## src/rtl/master_output_drain_control_pkg.sv

```systemverilog
// ---------------------------------------------------------------------------
// master_output_drain_control_pkg
// Shared definitions for the output drain master.
//   drain_state_e : FSM encoding (IDLE -> DRAIN -> DONE -> IDLE)
//   col_slice_lo  : low bit of a column's slice in a packed per-column bus;
//                   the weight fill master uses the same packing.
// ---------------------------------------------------------------------------
package master_output_drain_control_pkg;

  typedef enum logic [1:0] {
    ST_IDLE  = 2'd0,
    ST_DRAIN = 2'd1,
    ST_DONE  = 2'd2
  } drain_state_e;

  // Column c occupies bits [c*width +: width] of a packed per-column bus.
  function automatic int col_slice_lo(input int col, input int width);
    return col * width;
  endfunction

endpackage

```

## src/rtl/master_output_drain_control_if.sv

```systemverilog
// ---------------------------------------------------------------------------
// master_output_drain_control_if
// Job handshake plus output-memory write bus of the drain master.
//   start / num_row / num_col / base_addr : job request and descriptor
//   outMem_wr_en   : per-column write enable, bit c = column c
//   outMem_wr_addr : per-column address, [c*ADDR_WIDTH +: ADDR_WIDTH]
//   active / done  : job status
// modport master : the drain controller; modport slave : its user.
// ---------------------------------------------------------------------------
interface master_output_drain_control_if #(
  parameter int SYS_ARR_ROWS = 16,
  parameter int SYS_ARR_COLS = 16,
  parameter int ADDR_WIDTH   = 8
);
  localparam int ROW_W = $clog2(SYS_ARR_ROWS);
  localparam int COL_W = $clog2(SYS_ARR_COLS);

  logic                               start;
  logic [ROW_W-1:0]                   num_row;
  logic [COL_W-1:0]                   num_col;
  logic [ADDR_WIDTH-1:0]              base_addr;
  logic [SYS_ARR_COLS-1:0]            outMem_wr_en;
  logic [SYS_ARR_COLS*ADDR_WIDTH-1:0] outMem_wr_addr;
  logic                               active;
  logic                               done;

  modport master (
    input  start, num_row, num_col, base_addr,
    output outMem_wr_en, outMem_wr_addr, active, done
  );

  modport slave (
    output start, num_row, num_col, base_addr,
    input  outMem_wr_en, outMem_wr_addr, active, done
  );

endinterface

```

## src/rtl/master_output_drain_control_drain_column_decode.sv

```systemverilog
// ---------------------------------------------------------------------------
// drain_column_decode
// Write enable/address decode for one output-memory column (index COL).
//   t_i         : drain step counter
//   num_row_i   : captured last row index
//   num_col_i   : captured last column index
//   base_addr_i : captured first write address
//   in_drain_i  : high while the FSM is draining
//   wr_en_o     : this column's write enable
//   wr_addr_o   : this column's write address, 0 when disabled
// Column COL writes at steps COL .. COL+num_row, i.e. it lags column 0 by
// COL cycles, matching the diagonal skew of the array outputs.
// ---------------------------------------------------------------------------
module drain_column_decode #(
  parameter int COL        = 0,
  parameter int ROW_W      = 4,
  parameter int COL_W      = 4,
  parameter int T_W        = 5,
  parameter int ADDR_WIDTH = 8
) (
  input  logic [T_W-1:0]        t_i,
  input  logic [ROW_W-1:0]      num_row_i,
  input  logic [COL_W-1:0]      num_col_i,
  input  logic [ADDR_WIDTH-1:0] base_addr_i,
  input  logic                  in_drain_i,
  output logic                  wr_en_o,
  output logic [ADDR_WIDTH-1:0] wr_addr_o
);
  localparam logic [T_W-1:0] COL_T = T_W'(COL);

  // Range checks done with a borrow bit so that column 0 does not collapse
  // into a comparison against a constant.
  logic [T_W:0]   step_diff;
  logic [T_W:0]   col_diff;
  logic [T_W-1:0] offset;
  logic           started;
  logic           col_used;
  logic           in_rows;

  assign step_diff = {1'b0, t_i} - {1'b0, COL_T};
  assign col_diff  = {1'b0, T_W'(num_col_i)} - {1'b0, COL_T};
  assign offset    = step_diff[T_W-1:0];
  assign started   = ~step_diff[T_W];
  assign col_used  = ~col_diff[T_W];
  assign in_rows   = (offset <= T_W'(num_row_i));

  assign wr_en_o   = in_drain_i & col_used & started & in_rows;
  // Address wraps modulo 2^ADDR_WIDTH.
  assign wr_addr_o = wr_en_o ? (base_addr_i + ADDR_WIDTH'(offset)) : '0;

endmodule

```

## src/rtl/master_output_drain_control.sv

```systemverilog
// ---------------------------------------------------------------------------
// master_output_drain_control
// Drains skewed systolic-array column outputs into the output memory.
//   clk   : clock, rising edge
//   reset : asynchronous active-low reset
//   bus   : master side of master_output_drain_control_if (job handshake,
//           per-column write enables/addresses, active/done status)
// The FSM, step counter and captured descriptor live here; each column's
// enable/address is decoded by its own drain_column_decode instance.
// ---------------------------------------------------------------------------
module master_output_drain_control
  import master_output_drain_control_pkg::*;
#(
  parameter int SYS_ARR_ROWS = 16,
  parameter int SYS_ARR_COLS = 16,
  parameter int ADDR_WIDTH   = 8
) (
  input logic                           clk,
  input logic                           reset,
  master_output_drain_control_if.master bus
);
  localparam int ROW_W = $clog2(SYS_ARR_ROWS);
  localparam int COL_W = $clog2(SYS_ARR_COLS);
  // Wide enough for num_row + num_col.
  localparam int T_W   = ((ROW_W > COL_W) ? ROW_W : COL_W) + 1;

  drain_state_e          state_q;
  logic [T_W-1:0]        t_q;
  logic [T_W-1:0]        t_d;
  logic [T_W-1:0]        last_step;
  logic [ROW_W-1:0]      num_row_q;
  logic [COL_W-1:0]      num_col_q;
  logic [ADDR_WIDTH-1:0] base_addr_q;
  logic                  active_q;
  logic                  done_q;

  assign t_d       = t_q + 1'b1;
  assign last_step = T_W'(num_row_q) + T_W'(num_col_q);

  always_ff @(posedge clk or negedge reset) begin
    if (!reset) begin
      state_q     <= ST_IDLE;
      t_q         <= '0;
      num_row_q   <= '0;
      num_col_q   <= '0;
      base_addr_q <= '0;
      active_q    <= 1'b0;
      done_q      <= 1'b0;
    end else begin
      case (state_q)
        ST_IDLE: begin
          if (bus.start) begin
            num_row_q   <= bus.num_row;
            num_col_q   <= bus.num_col;
            base_addr_q <= bus.base_addr;
            t_q         <= '0;
            state_q     <= ST_DRAIN;
            active_q    <= 1'b1;
          end
        end
        ST_DRAIN: begin
          if (t_q == last_step) begin
            state_q  <= ST_DONE;
            active_q <= 1'b0;
            done_q   <= 1'b1;
          end else begin
            t_q <= t_d;
          end
        end
        ST_DONE: begin
          // start is not sampled here, so a request now is dropped.
          state_q <= ST_IDLE;
          done_q  <= 1'b0;
        end
        default: begin
          state_q  <= ST_IDLE;
          active_q <= 1'b0;
          done_q   <= 1'b0;
        end
      endcase
    end
  end

  logic [SYS_ARR_COLS-1:0]            col_en;
  logic [SYS_ARR_COLS*ADDR_WIDTH-1:0] col_addr;

  for (genvar gi = 0; gi < SYS_ARR_COLS; gi++) begin : g_col
    localparam int LO = col_slice_lo(gi, ADDR_WIDTH);
    drain_column_decode #(
      .COL       (gi),
      .ROW_W     (ROW_W),
      .COL_W     (COL_W),
      .T_W       (T_W),
      .ADDR_WIDTH(ADDR_WIDTH)
    ) u_decode (
      .t_i        (t_q),
      .num_row_i  (num_row_q),
      .num_col_i  (num_col_q),
      .base_addr_i(base_addr_q),
      .in_drain_i (active_q),
      .wr_en_o    (col_en[gi]),
      .wr_addr_o  (col_addr[LO +: ADDR_WIDTH])
    );
  end

  assign bus.outMem_wr_en   = col_en;
  assign bus.outMem_wr_addr = col_addr;
  assign bus.active         = active_q;
  assign bus.done           = done_q;

endmodule

```

## src/flat_wrapper.sv

```systemverilog
// flat-port wrapper written by rule: the top's interface ports become plain ports
module master_output_drain_control_flat import master_output_drain_control_pkg::*;
#(
  parameter int SYS_ARR_ROWS = 16,
  parameter int SYS_ARR_COLS = 16,
  parameter int ADDR_WIDTH   = 8
)
  (clk, reset, bus_start, bus_num_row, bus_num_col, bus_base_addr, bus_outMem_wr_en, bus_outMem_wr_addr, bus_active, bus_done);
  master_output_drain_control_if #(.SYS_ARR_ROWS(SYS_ARR_ROWS), .SYS_ARR_COLS(SYS_ARR_COLS), .ADDR_WIDTH(ADDR_WIDTH)) bus_i ();
  input logic clk;
  input logic reset;
  input wire logic [$bits(bus_i.start)-1:0] bus_start;
  input wire logic [$bits(bus_i.num_row)-1:0] bus_num_row;
  input wire logic [$bits(bus_i.num_col)-1:0] bus_num_col;
  input wire logic [$bits(bus_i.base_addr)-1:0] bus_base_addr;
  output wire logic [$bits(bus_i.outMem_wr_en)-1:0] bus_outMem_wr_en;
  output wire logic [$bits(bus_i.outMem_wr_addr)-1:0] bus_outMem_wr_addr;
  output wire logic [$bits(bus_i.active)-1:0] bus_active;
  output wire logic [$bits(bus_i.done)-1:0] bus_done;
  assign bus_i.start = bus_start;
  assign bus_i.num_row = bus_num_row;
  assign bus_i.num_col = bus_num_col;
  assign bus_i.base_addr = bus_base_addr;
  assign bus_outMem_wr_en = bus_i.outMem_wr_en;
  assign bus_outMem_wr_addr = bus_i.outMem_wr_addr;
  assign bus_active = bus_i.active;
  assign bus_done = bus_i.done;
  master_output_drain_control #(.SYS_ARR_ROWS(SYS_ARR_ROWS), .SYS_ARR_COLS(SYS_ARR_COLS), .ADDR_WIDTH(ADDR_WIDTH)) u_core (.clk(clk), .reset(reset), .bus(bus_i));
endmodule
```

## config.mk

```make
export PLATFORM = sky130hd
export DESIGN_NAME = master_output_drain_control_flat
export DESIGN_NICKNAME = d
export VERILOG_FILES = /design/src/rtl/master_output_drain_control_pkg.sv /design/src/rtl/master_output_drain_control_if.sv /design/src/rtl/master_output_drain_control_drain_column_decode.sv /design/src/rtl/master_output_drain_control.sv /design/src/flat_wrapper.sv
export SDC_FILE = /design/constraint.sdc
export NUM_CORES = 1
export LEC_CHECK = 0
export ABC_AREA = 1
export BUFFER_PORTS_ARGS = -buffer_cell sky130_fd_sc_hd__buf_4
export CAP_MARGIN = 30
export CORE_UTILIZATION = 30
export DETAILED_ROUTE_END_ITERATION = 7
export SLEW_MARGIN = 20
export SYNTH_ARGS = -nofsm -noshare
export SYNTH_HDL_FRONTEND = slang
export SYNTH_SLANG_ARGS = --single-unit
```

## constraint.sdc

```tcl
create_clock -name clk -period 3.3 [get_ports clk]
set_input_delay 0.33 -clock clk [delete_from_list [all_inputs] [get_ports clk]]
set_output_delay 0.33 -clock clk [all_outputs]
set_load 0.05 [all_outputs]
```

After elaboration in Yosys (flattened, before gate mapping)
Cells that the tools add are included.
Operators by class
  add/sub/neg operators: 48
  magnitude comparators: 16
  eq/ne operators: 6
  muxes and demuxes: 27
  bitwise logic cells: 78
  reduce and logical (&&, ||, !) cells: 7
Operator list (number)
  adder 8 x 5 -> 8 bit: 16
  2-to-1 mux 8 bit: 16
  <= comparator 5 x 4 -> 1 bit: 16
  subtractor 5 x 4 -> 6 bit (second input constant): 8
  bitwise AND 1 bit: 46
  subtractor 4 x 4 -> 5 bit (second input constant): 8
  inverter 1 bit: 32
  subtractor 5 x 3 -> 6 bit (second input constant): 4
  subtractor 4 x 3 -> 5 bit (second input constant): 4
  subtractor 5 x 2 -> 6 bit (second input constant): 2
  2-to-1 mux 5 bit: 2
  case mux 5 bit (2 select lines): 1
  subtractor 4 x 2 -> 5 bit (second input constant): 2
  AND reduction 2 bit: 3
  AND reduction 3 bit: 2
  subtractor 5 x 1 -> 6 bit (second input constant): 1
  adder 4 x 4 -> 5 bit: 1
  adder 5 x 1 -> 5 bit (second input constant): 1
  equality test 5 bit: 1
  subtractor 4 x 1 -> 5 bit (second input constant): 1
  2-to-1 mux 2 bit: 2
  != test 2 bit (second input constant): 2
  case mux 2 bit (2 select lines): 1
  2-to-1 mux 1 bit: 3
  7 further kinds: 7
Storage, ports and cells
  flip-flop bits (word level): 25
  bits of input ports: 19
  output and inout bits: 146

Logic depth before layout (Yosys ltp)
  depth after elaboration: 6
  mapped depth: 16

Modules after synthesis
Synthesis repeated with hierarchy kept, for this count alone.
Second synthesis, totals
  cells, all modules: 1675
  area, all modules: 9973.3 µm²
Modules (own cells, without submodules)
  master_output_drain_control: instances 1, cells an instance 123, area an instance 1268.7 µm², sequential area each 625.6 µm²
  drain_column_decode (u_core.g_col[13].u_decode): instances 1, cells an instance 106, area an instance 606.8 µm², sequential area each 0.0 µm²
  drain_column_decode (u_core.g_col[1].u_decode): instances 1, cells an instance 103, area an instance 583.1 µm², sequential area each 0.0 µm²
  drain_column_decode (u_core.g_col[9].u_decode): instances 1, cells an instance 104, area an instance 580.6 µm², sequential area each 0.0 µm²
  drain_column_decode (u_core.g_col[11].u_decode): instances 1, cells an instance 104, area an instance 571.8 µm², sequential area each 0.0 µm²
  drain_column_decode (u_core.g_col[5].u_decode): instances 1, cells an instance 102, area an instance 565.5 µm², sequential area each 0.0 µm²
  drain_column_decode (u_core.g_col[3].u_decode): instances 1, cells an instance 100, area an instance 561.8 µm², sequential area each 0.0 µm²
  drain_column_decode (u_core.g_col[14].u_decode): instances 1, cells an instance 100, area an instance 559.3 µm², sequential area each 0.0 µm²
  drain_column_decode (u_core.g_col[7].u_decode): instances 1, cells an instance 103, area an instance 555.5 µm², sequential area each 0.0 µm²
  drain_column_decode (u_core.g_col[2].u_decode): instances 1, cells an instance 98, area an instance 553.0 µm², sequential area each 0.0 µm²
  drain_column_decode (u_core.g_col[15].u_decode): instances 1, cells an instance 91, area an instance 545.5 µm², sequential area each 0.0 µm²
  drain_column_decode (u_core.g_col[6].u_decode): instances 1, cells an instance 95, area an instance 538.0 µm², sequential area each 0.0 µm²
  drain_column_decode (u_core.g_col[10].u_decode): instances 1, cells an instance 93, area an instance 529.3 µm², sequential area each 0.0 µm²
  drain_column_decode (u_core.g_col[4].u_decode): instances 1, cells an instance 96, area an instance 529.3 µm², sequential area each 0.0 µm²
  +3 rows

Worst setup path after synthesis
OpenSTA, ideal clock, no wires.
  path kind: reg-to-output
  from: register u_core.t_q[2]
  to: output port bus_outMem_wr_addr[15]
  arrival time: 3001 ps
  setup slack: -31 ps
  stages on the path, launching flop included: 16
  buffers on the path: 1
  path through: dfrtp_1 -> buf_2 -> inv_1 -> ha_1 -> inv_1 -> o21ai_0 -> xor2_1 -> inv_1 -> ha_1 -> nand2_1 -> inv_1 -> nand4_1 -> nand3_1 -> nand2_1 -> xor2_1 -> nor2_1
On the way
  longest elaborated chain between the ends: 5
  elaborated cells on any way between the ends: 7
Ends and longest elaborated chain
  start: declaration: RTL line master_output_drain_control.sv:28  | logic [T_W-1:0] t_q;
  start signal: assignment: RTL line master_output_drain_control.sv:67  | t_q <= t_d;
  subtractor 5 x 1 -> 6 bit (*): RTL line master_output_drain_control_drain_column_decode.sv:40  | assign step_diff = {1'b0, t_i} - {1'b0, COL_T};
  branches (longest 3 deep; another with adder 8 x 5 -> 8 bit)
  2-to-1 mux 8 bit (*): RTL line master_output_drain_control_drain_column_decode.sv:49  | assign wr_addr_o = wr_en_o ? (base_addr_i + ADDR_WIDTH'(offset)) : '0;
  end: declaration: RTL line flat_wrapper.sv:17  | output wire logic [$bits(bus_i.outMem_wr_addr)-1:0] bus_outMem_wr_addr;
Every way passes the cells marked *.

Worst setup path in the final report
  from: register u_core.t_q[0]
  to: output port bus_outMem_wr_addr[6]
On the way
  longest elaborated chain between the ends: 3
  elaborated cells on any way between the ends: 4
Ends and longest elaborated chain (RTL line)
  branches (longest 2 deep; another with adder 8 x 5 -> 8 bit)
  2-to-1 mux 8 bit (*): master_output_drain_control_drain_column_decode.sv:49
Marked as above.

==> impl_metrics.csv <==
group,metric,value,unit
drt,wire_per_inst,15.0,µm
clock_network,cts_root_buffer,"clkbuf_16",
floorplan,io_pins,165,
drt,detail-route-antenna-nets,0,
final_layout,layout_common_cells,"nand2_1 (233), buf_4 (196), nor2_1 (173)",
timing,worst_pin_slew,0.937,ns
placement,dpl.hpwl,18300,µm
yosys,ys_ff_latch,25,
yosys,ys_warn_count,0,
worst_setup_path,reg2reg_depth,12,
timing,min_period,3.18,ns
clock_network,clk_latency,0.26,ns
yosys,netlist_instances,1084,
timing,finClkSkew,0.00470,ns
timing,finalCritPeriodShare,96.3,%
grt,grt_max_degree,35,
drt,drc,0,
yosys,synth_seq_area_share,9.50,%
grt,grt_usage,19.8,%
hold_path,whs_endpoint,"u_core.num_col_q[1]$_DFFE_PN0P_",
yosys,synth_top_cell_area_share,18.2,%
worst_setup_path,crit_arrival,2.85,ns
yosys,async_flop_share,100,%
timing,finalWorstSetupSlack,0.123,ns
hold_path,hp-start,"bus_num_col[1]",
drt,dr.pass1.iters,5,
timing,max-slew-margin-rel,37.5,%
timing,grt_setup_unrepaired,"true",
worst_setup_path,endpoint_kind,"primary output",
timing,fmax,315,MHz
floorplan,rows,53,
worst_setup_path,critPathKind,"flop to primary output",
final_layout,fill_cells,2344,
worst_setup_path,cp_max_fo,6,
run_status,status,"complete, no violations",
clock_network,clock-sinks,25,
floorplan,die_h,150,µm
drt,wl,22900,µm
yosys,syn_nets,1204,
clock_network,cts_tree,"yes",
placement,place_congestion,0.922,
grt,grt_pass1_wl,35300,µm
final_layout,final-seq-area,631,µm²
drt,route.vias.total,7350,
clock_network,cts_buffers,3,
flow_run,maxCapViolCount,0,
floorplan,dieArea,22600,µm²
final_layout,antenna_cells,0,
drt,drt_iter0_drc,347,
timing,slew_violations,0,
yosys,synth_cell_types,42,
yosys,netlist_top_cells_area,"ha_1 (18%), nand2_1 (13%), nor2_1 (10%)",
floorplan,core,21300,µm²
grt,grt_pass1_vias,6656,
final_layout,layout-drive-gt1-share,23.7,%
final_layout,multi_input_area,5280,µm²
worst_setup_path,r2r_start,"u_core.num_row_q[0]$_DFFE_PN0P_",
yosys,synth.avg_cell_area,6.08,µm²
final_layout,nets,1376,
clock_network,h-tree-depth,1,
worst_setup_path,critPathRequiredTime,2.97,ns
worst_setup_path,worstSetupStartpointType,"flop",
clock_network,clkTransAtPathRegs,0.06,ns
yosys,syn-cell-area,6590,µm²
clock_network,cts.path.max_buffers,2,
yosys,synth_edf_count,0,
yosys,ys_dominant_reg_cell,"dfrtp_1",
placement,dp_worst_setup_slack,0.175,ns
timing,hold_viol_final,0,
floorplan,fp.dieW,150,µm
worst_setup_path,r2r_end,"u_core.t_q[3]$_DFFE_PN0P_",
drt,vias_per_cell,4.80,
hold_path,holdPathStages,3,
hold_path,hp-class,"primary input to flop",
grt,overflow,0,
yosys,synth.largest_area_cell,"ha_1",
final_layout,syn_to_final_growth,30.3,%
grt,antenna_found_initial,1,
worst_setup_path,reg2reg_slack,1.10,ns
floorplan,initial_utilization,30.9,%
final_layout,layout_commonest_cell,"nand2_1",
timing,setup_viol_count_final,0,
timing,finalSetupTns,0,ns
placement,portBuffers,164,
## kinds of logic (layout without fill, tap and decap cells)
| kind of cell | after synthesis | in the layout | synth area share [%] |
|---|---|---|---|
| AND/OR/NAND/NOR | 529 | 529 | 33.5 |
| adder cells (fa/ha/maj) | 101 | 101 | 19.8 |
| buffers and inverters | 208 | 379 | 13.5 |
| AO/OA/AOI/OAI | 142 | 142 | 13.3 |
| XOR/XNOR | 79 | 79 | 10.5 |
| flip-flops | 25 | 25 | 9.50 |
## worst max path at each step
stage / from / slack, ns / to
detailed placement: u_core.t_q[2]$_DFFE_PN0P_ / 0.17 / bus_outMem_wr_addr[79]
CTS: u_core.t_q[2]$_DFFE_PN0P_ / -0.004 / bus_outMem_wr_addr[22]
global placement: u_core.t_q[2]$_DFFE_PN0P_ / 0.18 / bus_outMem_wr_addr[79]
finish: u_core.t_q[0]$_DFFE_PN0P_ / 0.12 / bus_outMem_wr_addr[6]
floorplan: u_core.t_q[1]$_DFFE_PN0P_ / 0.03 / bus_outMem_wr_addr[47]
global route: u_core.t_q[2]$_DFFE_PN0P_ / -0.03 / bus_outMem_wr_addr[37]
## flip-flops by register name, summed over array words and instances, names as in the netlist
name	count
u_core.t_q	5
u_core.num_col_q	4
u_core.base_addr_q	8
u_core.bus.active	1
u_core.state_q	2
u_core.num_row_q	4
u_core.bus.done	1
## what timing repair did
item                                    CTS  global route
hold buffers                              1             0
buffers inserted                          0            11
pin swaps                                 0            12
endpoints found under the hold margin    25             0
cloned                                    0             1
endpoints found under the setup margin    8            55
gates resized for setup                   8            61
## layer usage
metal	share of wire, %	global-route usage (%)	vias up	routed length, µm
li1	-	-	3771	-
met1	47	27.7	3351	10800
met2	45	33.1	206	10300
met3	5.2	1.64	22	1200
met4	2.3	4.24	0	518
met5	0	0	-	0
## per-stage QoR
step | hold WS, ns | cell area (µm²) | std cells | utilization (%)
finish | 0.265 | 8590 | 1530 | 40.3
global route | 0.263 | 8590 | 1530 | 40.3
CTS | 0.258 | 8260 | 1518 | 38.8
detailed placement | 0.257 | 8150 | 1513 | 38.3
global placement | 0.256 | 8150 | 1513 | 38.3
floorplan | 0.0344 | 6600 | 1084 | -
## synth_stat cells (4+ instances only)
| cell type | instances |
|---|---|
| ha_1 | 96 |
| nand2_2 | 9 |
| buf_2 | 10 |
| nand3_1 | 71 |
| inv_1 | 159 |
| xnor2_1 | 23 |
| buf_4 | 21 |
| nor2_1 | 180 |
| buf_1 | 4 |
| o211ai_1 | 10 |
| fa_1 | 5 |
| nand4_1 | 22 |
| o21ai_0 | 26 |
| xor2_1 | 56 |
| clkbuf_1 | 4 |
| a21oi_1 | 53 |
| o21bai_1 | 23 |
| o21ai_1 | 7 |
| nand2_1 | 234 |
| dfrtp_1 | 25 |
| inv_2 | 5 |
| o21ai_2 | 5 |
## final cells by class
class,instances,area share (%)
inverters,166,7.37
well taps,275,4.01
flip-flops and latches,25,7.34
multi-input cells,851,61.5
repair inverters,1,0.0874
clock buffers,4,0.918
repair buffers,208,18.7
## critical path, stage by stage (launching register included)
cell and delay [ns]:
dfrtp_2 0.42, buf_4 0.20, ha_1 0.26, inv_1 0.14
fa_1 0.46, inv_1 0.19, a21oi_1 0.11, o21ai_0 0.27
nand2_1 0.08, nand2_1 0.06, nand2_1 0.04, nand2_1 0.08
nor2_1 0.05, buf_4 0.20
Power is not shown: default switching activity piles up to over one toggle a cycle in this logic, so the estimate is an artifact.
